## config.mk

```make
export PLATFORM = sky130hd
export DESIGN_NAME = mem_arbiter
export DESIGN_NICKNAME = d
export VERILOG_FILES = /design/src/rtl/mem_arbiter.sv
export SDC_FILE = /design/constraint.sdc
export NUM_CORES = 1
export LEC_CHECK = 0
export CORE_ASPECT_RATIO = 0.6
export CORE_MARGIN = 5
export CORE_UTILIZATION = 50
export CTS_CLUSTER_DIAMETER = 100
export DETAILED_ROUTE_END_ITERATION = 10
export DONT_BUFFER_PORTS = 1
export HOLD_SLACK_MARGIN = 0.03
export PLACE_DENSITY = 0.68
export SLEW_MARGIN = 40
export SYNTH_ARGS = -nofsm -noshare
export SYNTH_HDL_FRONTEND = slang
export SYNTH_SLANG_ARGS = --single-unit
```

## constraint.sdc

```tcl
create_clock -name clock -period 3 [get_ports clock]
set_clock_uncertainty 0.2 [all_clocks]
set_input_delay 0.9 -clock clock [delete_from_list [all_inputs] [get_ports clock]]
set_output_delay 0.9 -clock clock [all_outputs]
set_load 0.03 [all_outputs]
```

## src/rtl/mem_arbiter.sv

```systemverilog
// Shares one single-port registered-read RAM between instruction fetch and load/store.
// Latency: grant edge -> ACCESS -> READ -> ready pulse; one access every 4 cycles.
// Backpressure: requesters hold req until their ready pulse; requests sampled only in IDLE.
//
// Ports: clock/reset (async active-high); fetch_req/addr -> fetch_ready/rdata;
//        data_req/we/addr/wdata -> data_ready/rdata; ram_address/data/wren/q to the RAM;
//        busy is high whenever an access is in flight.
// Build option: define MEM_ARB_ROUND_ROBIN_EN for round-robin arbitration on
//               simultaneous requests; otherwise the data port has fixed priority.
module mem_arbiter #(
    parameter int AW = 16,
    parameter int DW = 16
) (
    input  logic          clock,
    input  logic          reset,
    input  logic          fetch_req,
    input  logic [AW-1:0] fetch_addr,
    output logic          fetch_ready,
    output logic [DW-1:0] fetch_rdata,
    input  logic          data_req,
    input  logic          data_we,
    input  logic [AW-1:0] data_addr,
    input  logic [DW-1:0] data_wdata,
    output logic          data_ready,
    output logic [DW-1:0] data_rdata,
    output logic [AW-1:0] ram_address,
    output logic [DW-1:0] ram_data,
    output logic          ram_wren,
    input  logic [DW-1:0] ram_q,
    output logic          busy
);

    localparam logic [1:0] IDLE   = 2'd0;
    localparam logic [1:0] ACCESS = 2'd1;
    localparam logic [1:0] READ   = 2'd2;
    localparam logic [1:0] DONE   = 2'd3;

    logic [1:0] state;
    logic       cur_is_data;   // port id of the access in flight
    logic       cur_we;        // latched write enable (fetch is always a read)
    logic       grant_data;    // winner if a grant happens this cycle
    logic       any_req;

    assign any_req = fetch_req | data_req;

`ifdef MEM_ARB_ROUND_ROBIN_EN
    // favour_data = 1 means fetch was granted last (or nothing yet since reset),
    // so data wins the next tie.
    logic favour_data;

    assign grant_data = data_req & (~fetch_req | favour_data);

    always_ff @(posedge clock or posedge reset) begin
        if (reset) begin
            favour_data <= 1'b1;
        end else if (state == IDLE && any_req) begin
            favour_data <= ~grant_data;
        end
    end
`else
    assign grant_data = data_req;
`endif

    always_ff @(posedge clock or posedge reset) begin
        if (reset) begin
            state       <= IDLE;
            cur_is_data <= 1'b0;
            cur_we      <= 1'b0;
            ram_address <= '0;
            ram_data    <= '0;
            fetch_rdata <= '0;
            data_rdata  <= '0;
        end else begin
            case (state)
                IDLE: begin
                    if (any_req) begin
                        state       <= ACCESS;
                        cur_is_data <= grant_data;
                        cur_we      <= grant_data & data_we;
                        ram_address <= grant_data ? data_addr : fetch_addr;
                        // Fetch never writes, so the RAM data bus keeps its last store value.
                        if (grant_data) begin
                            ram_data <= data_wdata;
                        end
                    end
                end
                ACCESS: begin
                    state <= READ;
                end
                READ: begin
                    // ram_q reflects the address sampled at the end of ACCESS.
                    if (!cur_we) begin
                        if (cur_is_data) begin
                            data_rdata <= ram_q;
                        end else begin
                            fetch_rdata <= ram_q;
                        end
                    end
                    state <= DONE;
                end
                DONE: begin
                    state <= IDLE;
                end
                default: begin
                    state <= IDLE;
                end
            endcase
        end
    end

    // Decoded from state so an asynchronous reset clears them at once; a reset
    // during ACCESS therefore drops the store before the RAM samples it.
    assign ram_wren    = (state == ACCESS) & cur_we;
    assign fetch_ready = (state == DONE) & ~cur_is_data;
    assign data_ready  = (state == DONE) & cur_is_data;
    assign busy        = (state != IDLE);

endmodule

```

==> impl_metrics.yaml, run 1 <==
cells_and_area:
  final_cell_mix: "dfrtp_1, mux2_2, inv_1"
  num_antenna_cells: 0
  syn_to_final_growth_pct: 9.949
  fillers: 485
  post-route-util: 0.5705
  nets: 290
  drive_gt1_frac: 0.3288
  final_cell_area_um2: 3208
  final_common_cell: "dfrtp_1"
clock_tree:
  clk_pin_slew_ns: 0.07
  cts_tree: "done"
  cts_max_level: 3
  root_buffer: "clkbuf_8"
  cts_buffers: 9
  cts-resized-gates: 0
  cts_setup_buffers: 0
  clkSinkCount: 68
  clock_path_buffers: 2
  postCtsHoldBufs: 0
  clk_latency_ns: 0.33
route:
  post-route-drc-count: 0
  wl_um: 6256
  dr_total_vias: 1692
  detail-route-antenna-nets: 0
  wl_met2_um: 2940
  drt-met1-wl_um: 2565
  maxUsedRoutingLayer: "met4"
  wl_per_cell_um: 20.72
  routed-wl-met3_um: 680
  first_iter_violations: 162
  drtPass1Iterations: 4
  routed_via_density: 5.603
sta:
  fin_crit_sh: 0.8286
  tightest_slew_ns: 0.6945
  setup_violations: 0
  slew_viol_final: 0
  grt_setup_unrepaired: "false"
  holdWs_ns: 0.3277
  tns_ns: 0
  final_hold_viol_count: 0
  timing.fmax_mhz: 402.3
  period_needed_ns: 2.486
  relSlewSlack: 0.5369
synth:
  seq_area_frac_synth: 0.5832
  avgSynthCellArea_um2: 13.57
  async_flop_share: 1.000
  ys_ff_latch: 68
  yosys_warnings: 0
  synth_cells: 215
  syn_nets: 288
  synth_area_um2: 2918
  ys.flop_type: "dfrtp_1"
  synth_cell_types: 25
  synth-edff-count: 0
critical_path:
  arrival_ns: 1.39
  cp.required_ns: 1.90
  crit_type: "register to output pin"
  cp_max_fo: 10
  setup.worst_path.start_class: "register"
  end_kind: "output pin"
place:
  dp_hpwl_um: 4604
  io_buffers: 0
  detailed_place.area_um2: 2950
  place_congestion: 0.7485
grt:
  antenna_found_initial: 0
  overflow: 0
  grt_usage: 0.1674
  first_global_vias: 1726
  grt_max_degree: 41
  grt_pass1_wl_um: 9660
job:
  max-cap-violations: 0
pwr:
  p_leak_nw: 1.487
  vdd_drop_max_uv: 610.2
  p_per_area_nw_per_um2: 1410
floorplanning:
  num_rows: 21
  die_x_um: 108.6
  die_y_um: 69.17
  pin_count: 137
  start_util: 0.5189
  dieArea_um2: 7513
  core_area_um2: 5623
min_path:
  hold_path_class: "input port to async pin"
status:
  status: "finished clean"
synthesized netlist by cell type, drive strengths merged (2+ instances only):
cell / count / share of area
dfrtp: 68 / 0.58
mux2: 49 / 0.19
inv: 35 / 0.045
nor2b: 16 / 0.034
a222oi: 15 / 0.051
buf: 10 / 0.032
ha: 4 / 0.017
and2: 3 / 0.0073
nor3b: 2 / 0.0090
final cells by class:
cell class / count / area, µm² / share of cell area
well taps: 80 / 100.1 / 0.03120
clock buffers: 11 / 151.4 / 0.04719
flip-flops and latches: 68 / 1702 / 0.5304
clock inverters: 5 / 106.4 / 0.03315
inverters: 35 / 131.4 / 0.04095
repair buffers: 2 / 27.53 / 0.008580
multi-input cells: 101 / 989.7 / 0.3085
path summary, 6_finish.rpt:
path,startpoint,cells past startpoint,to,slack [ns]
worst max-delay path,state[0],3,busy,0.51
worst min-delay path,reset,1,ram_data[10],0.33
worst max register to register,state[0],4,ram_address[3],0.97
worst min register to register,state[1],1,state[1],0.37
max in group asynchronous,reset,2,fetch_rdata[7],1.64
min in group clock,state[1],1,state[1],0.37
logic make-up after synthesis:
| group | count (synthesis) | share of synthesized area |
|---|---|---|
| and+or+nand+nor | 28 | 0.06775 |
| buffers and inverters | 46 | 0.07847 |
| muxes | 49 | 0.1891 |
| DFF | 68 | 0.5832 |
| adders and majority gates | 4 | 0.01715 |
| AOI/OAI and AO/OA | 20 | 0.06432 |
power by group:
group	switching (W)	internal [W]	total, W
Clock	0.000344	0.000601	0.000945
Sequential	0.00124	0.00138	0.00261
Combinational	0.000434	0.000532	0.000966
critical path: stages, from the launching register on:
cell     delay [ns]
dfrtp_1        0.41
inv_1          0.09
ha_1           0.32
inv_1          0.22
per-layer routing:
| metal | vias to the layer above | track usage |
|---|---|---|
| met2 | 88 | 0.2526 |
| met5 | - | 0 |
| met3 | 9 | 0.07907 |
| met4 | 0 | 0.05042 |
| li1 | 739 | - |
| met1 | 856 | 0.2142 |
state kept, by name (all words and copies together) (netlist names):
| register | count |
|---|---|
| ram_data | 16 |
| ram_address | 16 |
| data_rdata | 16 |
| cur_is_data | 1 |
| fetch_rdata | 16 |
| state | 2 |
| cur_we | 1 |
stage by stage:
step	setup slack (ns)	instances	power (W)
finish	0.5141	302	0.004524
global route	0.3999	302	0.004760
CTS	0.4912	302	0.004586
detailed placement	0.8736	286	0.003624
global placement	0.7417	286	0.003563
floorplan	0.1885	215	0.003408
Power figures use the tool's default switching activity.
==> run 2, diff against run 1 <==
--- a/config.mk
+++ b/config.mk
@@ -12,7 +12,7 @@
 export DETAILED_ROUTE_END_ITERATION = 10
 export DONT_BUFFER_PORTS = 1
 export HOLD_SLACK_MARGIN = 0.03
-export PLACE_DENSITY = 0.68
+export PLACE_DENSITY = 0.71
 export SLEW_MARGIN = 40
 export SYNTH_ARGS = -nofsm -noshare
 export SYNTH_HDL_FRONTEND = slang
==> constraint.sdc (replaced) <==
create_clock -name clock -period 2.05 [get_ports clock]
set_clock_uncertainty 0.2 [all_clocks]
set_input_delay 0.615 -clock clock [delete_from_list [all_inputs] [get_ports clock]]
set_output_delay 0.615 -clock clock [all_outputs]
set_load 0.03 [all_outputs]
==> run 2 against run 1 <==
Core utilization grew 2.4 points. Combinational power grew 69%. Critical path depth decreased by 1. Die area stayed put. Worst hold slack got worse by 0.10 ns. Via count is 4.2% higher. Clock power rose by 46%. Register-to-register slack worse by 0.92 ns. Sequential power grew 46%. Total power up 51%.
==> impl_metrics.yaml, run 2 (synthesis gave the netlist of run 1 again) <==
grt:
  grt_usage: 0.1743
  overflow: 0
  first_global_vias: 1834
  grt_max_degree: 42
  grt_pass1_wl_um: 10010
  antenna_found_initial: 0
place:
  place_congestion: 0.7099
  dp_hpwl_um: 4617
  detailed_place.area_um2: 2989
  io_buffers: 0
clock_tree:
  clkSinkCount: 68
  root_buffer: "clkbuf_8"
  cts_buffers: 9
  cts_max_level: 3
  clock_path_buffers: 2
  clk_latency_ns: 0.33
  clk_pin_slew_ns: 0.07
  cts_tree: "done"
floorplanning:
  die_y_um: 69.17
  die_x_um: 108.6
  core_area_um2: 5623
  pin_count: 137
  dieArea_um2: 7513
  num_rows: 21
  start_util: 0.5189
pwr:
  power.switching_w: 0.003014
  p_leak_nw: 1.528
  power_frac_clock: 0.202
  combPwrFrac: 0.239
  vdd_drop_max_uv: 903.2
  p_int_w: 0.003817
  p_per_area_nw_per_um2: 2044
  power.share.sequential: 0.559
  sw_frac_of_total: 0.4413
sta:
  timing.fmax_mhz: 491.3
  relSlewSlack: 0.5592
  grt_setup_unrepaired: "true"
  period_needed_ns: 2.035
  tightest_slew_ns: 0.6583
  holdWs_ns: 0.2266
  final_hold_viol_count: 0
  setup_violations: 0
  slew_viol_final: 0
  fin_crit_sh: 0.9928
cells_and_area:
  final_cell_area_um2: 3342
  syn_to_final_growth_pct: 14.54
  final_common_cell: "dfrtp_1"
  nets: 300
  drive_gt1_frac: 0.3922
  fillers: 484
  final_cell_mix: "dfrtp_1, mux2_2, inv_1"
  num_antenna_cells: 0
critical_path:
  r2r_slack_ns: 0.05
  cp.required_ns: 1.23
  slowest_delay_ns: 0.43
  rr_endpoint: "data_rdata[5]"
  crit_type: "register to output pin"
  cp_max_fo: 3
  slowest_stage: "dfrtp_1"
  setup.worst_path.start_class: "register"
  crit_path_cell_trace: "ha_2 > and2b_2"
  r2r-start: "state[1]"
  arrival_ns: 1.22
  end_kind: "output pin"
  rr_worst_depth: 5
route:
  post-route-drc-count: 0
  dr_total_vias: 1763
  routed_via_density: 5.651
  detail-route-antenna-nets: 0
  wl_um: 6447
  wl_per_cell_um: 20.66
  first_iter_violations: 137
  drtPass1Iterations: 5
min_path:
  hp-start: "ram_q[11]"
  hold_path_class: "input port to register"
  whs_path_depth: 1
  hold_end: "data_rdata[11]"
status:
  status: "finished clean"
job:
  max-cap-violations: 0
[run 2: critical path: cells and delay by family, from the launching register on]
| family | cells | cell delay, ns |
|---|---|---|
| flip-flops | 1 | 0.43 |
| AND/OR/NAND/NOR | 1 | 0.26 |
| adder cells (fa/ha/maj) | 1 | 0.20 |
[run 2: area by class of cell]
type                       instances  area, µm²  share of cell area
inverter                          35      138.9             0.04156
tap                               80      100.1             0.02995
sequential                        68       1702              0.5092
timing repair buffer              11      113.9             0.03407
clock inverter                     5      106.4             0.03182
clock buffer                      11      151.4             0.04530
multi-input combinational        102       1030              0.3081
[run 2: timing repair]
item                                    in CTS  in global routing
cloned                                       0                  1
endpoints found under the hold margin        7                  0
buffers inserted                             4                  2
hold buffers                                 1                  0
pin swaps                                    1                  2
gates resized for setup                     12                  2
endpoints found under the setup margin       4                 20
[run 2: power groups by stage]
stage	Sequential, W	Combinational [W]	Clock (W)
floorplan	0.00367	0.00132	0
global placement	0.00385	0.00141	0
detailed placement	0.00387	0.00148	0
CTS	0.00385	0.00161	0.00141
global route	0.00391	0.00180	0.00148
finish	0.00382	0.00163	0.00138
[run 2: how the worst max path moves through the flow]
| stage | start | to | slack, ns | cells past startpoint |
|---|---|---|---|---|
| 6_report | state[0] | fetch_ready | 0.01 | 2 |
| 4_1_cts | state[0] | busy | -0.03 | 4 |
| 5_1_grt | state[0] | fetch_ready | -0.06 | 2 |
| 3_5_place_dp | state[0] | ram_data[8] | 0.10 | 5 |
| 3_3_place_gp | state[0] | ram_address[9] | 0.02 | 4 |
| 2_1_floorplan | state[0] | fetch_rdata[0] | 0.23 | 5 |
[run 2: through the flow]
stage,cells,setup TNS [ns],util,total power [W],worst slack [ns]
2_1_floorplan,215,0,-,0.004988,0.2270
3_3_place_gp,289,0,0.5312,0.005258,0.02009
3_5_place_dp,289,0,0.5316,0.005349,0.1008
4_1_cts,310,-0.05176,0.5901,0.006868,-0.02591
5_1_grt,312,-0.2025,0.5943,0.007190,-0.05563
6_report,312,0,0.5943,0.006831,0.01469
[run 2: layer usage]
metal,GRT usage,wire length (µm)
met4,0.04622,69
met3,0.08837,639
met2,0.2669,3178
met5,0,0
met1,0.2183,2559
==> run 3, diff against run 2 <==
--- a/config.mk
+++ b/config.mk
@@ -8,11 +8,10 @@
 export CORE_ASPECT_RATIO = 0.6
 export CORE_MARGIN = 5
 export CORE_UTILIZATION = 50
-export CTS_CLUSTER_DIAMETER = 100
 export DETAILED_ROUTE_END_ITERATION = 10
 export DONT_BUFFER_PORTS = 1
-export HOLD_SLACK_MARGIN = 0.03
-export PLACE_DENSITY = 0.71
+export HOLD_SLACK_MARGIN = 0.15
+export PLACE_DENSITY = 0.68
 export SLEW_MARGIN = 40
 export SYNTH_ARGS = -nofsm -noshare
 export SYNTH_HDL_FRONTEND = slang
==> constraint.sdc (replaced) <==
create_clock -name clock -period 2 [get_ports clock]
set_clock_uncertainty 0.2 [all_clocks]
set_input_delay 0.6 -clock clock [delete_from_list [all_inputs] [get_ports clock]]
set_output_delay 0.6 -clock clock [all_outputs]
set_load 0.03 [all_outputs]
==> run 3 against run 2 <==
Count of clock-buffer cells in the layout decreased by 1. The run now ends with negative setup slack left. Final area decreased by 1.8%. Critical path type unchanged. Register-to-register slack improved by 0.04 ns.
==> impl_metrics.yaml, run 3 (synthesis gave the netlist of run 1 again) <==
grt:
  grt_usage: 0.1625
  first_global_vias: 1776
  antenna_found_initial: 0
  overflow: 0
  grt_max_degree: 43
  grt_pass1_wl_um: 9604
critical_path:
  setup.worst_path.start_class: "register"
  arrival_ns: 1.22
  crit_type: "register to output pin"
  cp_max_fo: 4
  end_kind: "output pin"
  cp.required_ns: 1.20
cells_and_area:
  multi_input_area_um2: 1021
  final_cell_mix: "dfrtp_1, mux2_2, inv_1"
  seq_area_um2: 1702
  fillers: 482
  final_common_cell: "dfrtp_1"
  final_cell_area_um2: 3281
  syn_to_final_growth_pct: 12.44
  num_antenna_cells: 0
  fin_cells: 311
  nets: 299
  drive_gt1_frac: 0.3853
floorplanning:
  die_y_um: 69.17
  die_x_um: 108.6
  num_rows: 21
  start_util: 0.5189
  pin_count: 137
  dieArea_um2: 7513
  core_area_um2: 5623
route:
  drtPass1Iterations: 7
  first_iter_violations: 81
  routed_via_density: 5.576
  wl_per_cell_um: 19.82
  detail-route-antenna-nets: 0
  wl_um: 6163
  post-route-drc-count: 0
  dr_total_vias: 1734
place:
  dp_cells: 291
  io_buffers: 0
  place_congestion: 0.7297
  detailed_place.area_um2: 3004
  dp_hpwl_um: 4442
clock_tree:
  clkSinkCount: 68
  cts_tree: "done"
  clk_pin_slew_ns: 0.07
  cts_max_level: 3
  root_buffer: "clkbuf_8"
  clock_path_buffers: 2
  cts_buffers: 9
  clk_latency_ns: 0.33
sta:
  timing.fmax_mhz: 495.4
  grt_setup_unrepaired: "true"
  setup_violations: 1
  fin_crit_sh: 1.009
  relSlewSlack: 0.5705
  period_needed_ns: 2.019
  slew_viol_final: 0
  tightest_slew_ns: 0.6414
  layout_setup_ws_ns: -0.01865
  final_hold_viol_count: 0
pwr:
  vdd_drop_max_uv: 867.8
  p_leak_nw: 1.499
  p_per_area_nw_per_um2: 2062
status:
  status: "finished, violations left"
  violations: "negative setup slack"
min_path:
  hold_path_class: "input port to register"
job:
  max-cap-violations: 0
-- run 3: changes by cell type in the layout (fill, tap and decap cells not counted) --
| cell | previous run | this run |
|---|---|---|
| clkbuf_1 | 0 | 1 |
| bufinv_16 | 3 | 2 |
| inv_6 | 1 | 0 |
| clkinv_2 | 0 | 1 |
| buf_6 | 1 | 0 |
| ha_2 | 1 | 2 |
| and2_2 | 2 | 1 |
| clkinvlp_4 | 3 | 4 |
| ha_4 | 2 | 1 |
| and2_4 | 2 | 3 |
| clkbuf_8 | 11 | 9 |
| clkinv_4 | 0 | 1 |
-- run 3: power by group --
group	internal (W)	switching, W	total [W]
Clock	0.000702	0.000511	0.00121
Sequential	0.00206	0.00185	0.00391
Combinational	0.000940	0.000702	0.00164
-- run 3: path summary, 6_finish.rpt --
kind / start / endpoint / slack (ns) / cells after the start
worst max register to register: state[0] / fetch_rdata[0] / 0.09 / 6
worst min register to register: cur_we / cur_we / 0.42 / 1
worst max-delay path: state[0] / fetch_ready / -0.02 / 2
max in group asynchronous: reset / data_rdata[5] / 0.51 / 3
min in group asynchronous: reset / ram_address[13] / 0.66 / 3
worst min-delay path: ram_q[14] / data_rdata[14] / 0.22 / 1
-- run 3: final cells by class --
cell class / instances / share of cell area
sequential: 68 / 0.5187
timing repair buffer: 10 / 0.03127
clock buffer: 10 / 0.03890
tap: 80 / 0.03051
multi-input combinational: 102 / 0.3112
inverter: 35 / 0.04233
clock inverter: 6 / 0.02708
-- run 3: worst max-delay path, stage by stage, from the launching register on --
cell and delay, ns:
dfrtp_1 0.42, ha_2 0.20, and2b_2 0.26
-- run 3: stage by stage --
stage                     hold WS, ns  setup TNS (ns)  setup WS (ns)  utilization  total power [W]
after floorplan                0.3329               0         0.1770            -         0.005113
after global placement         0.3467         -0.5072       -0.03895       0.5338         0.005427
after detailed placement       0.3661               0        0.07381       0.5343         0.005499
after CTS                      0.1907         -0.1099       -0.04788       0.5837         0.006836
after global routing           0.1826         -0.1620       -0.06926       0.5834         0.007137
final                          0.2153        -0.01865       -0.01865       0.5834         0.006765
-- run 3: layer usage --
layer	share of wire	routed length [µm]	GRT usage
met1	0.42	2619	0.2168
met2	0.46	2830	0.2348
met3	0.11	673	0.07907
met4	0.0065	40	0.04622
met5	0	0	0
-- run 3: what timing repair did --
action / in CTS / in global routing
pin swaps: 2 / 3
setup endpoints to repair: 4 / 25
buffers inserted: 3 / 0
hold buffers: 1 / 0
resized for setup: 12 / 1
gates cloned: 0 / 1
endpoints found under the hold margin: 68 / 0
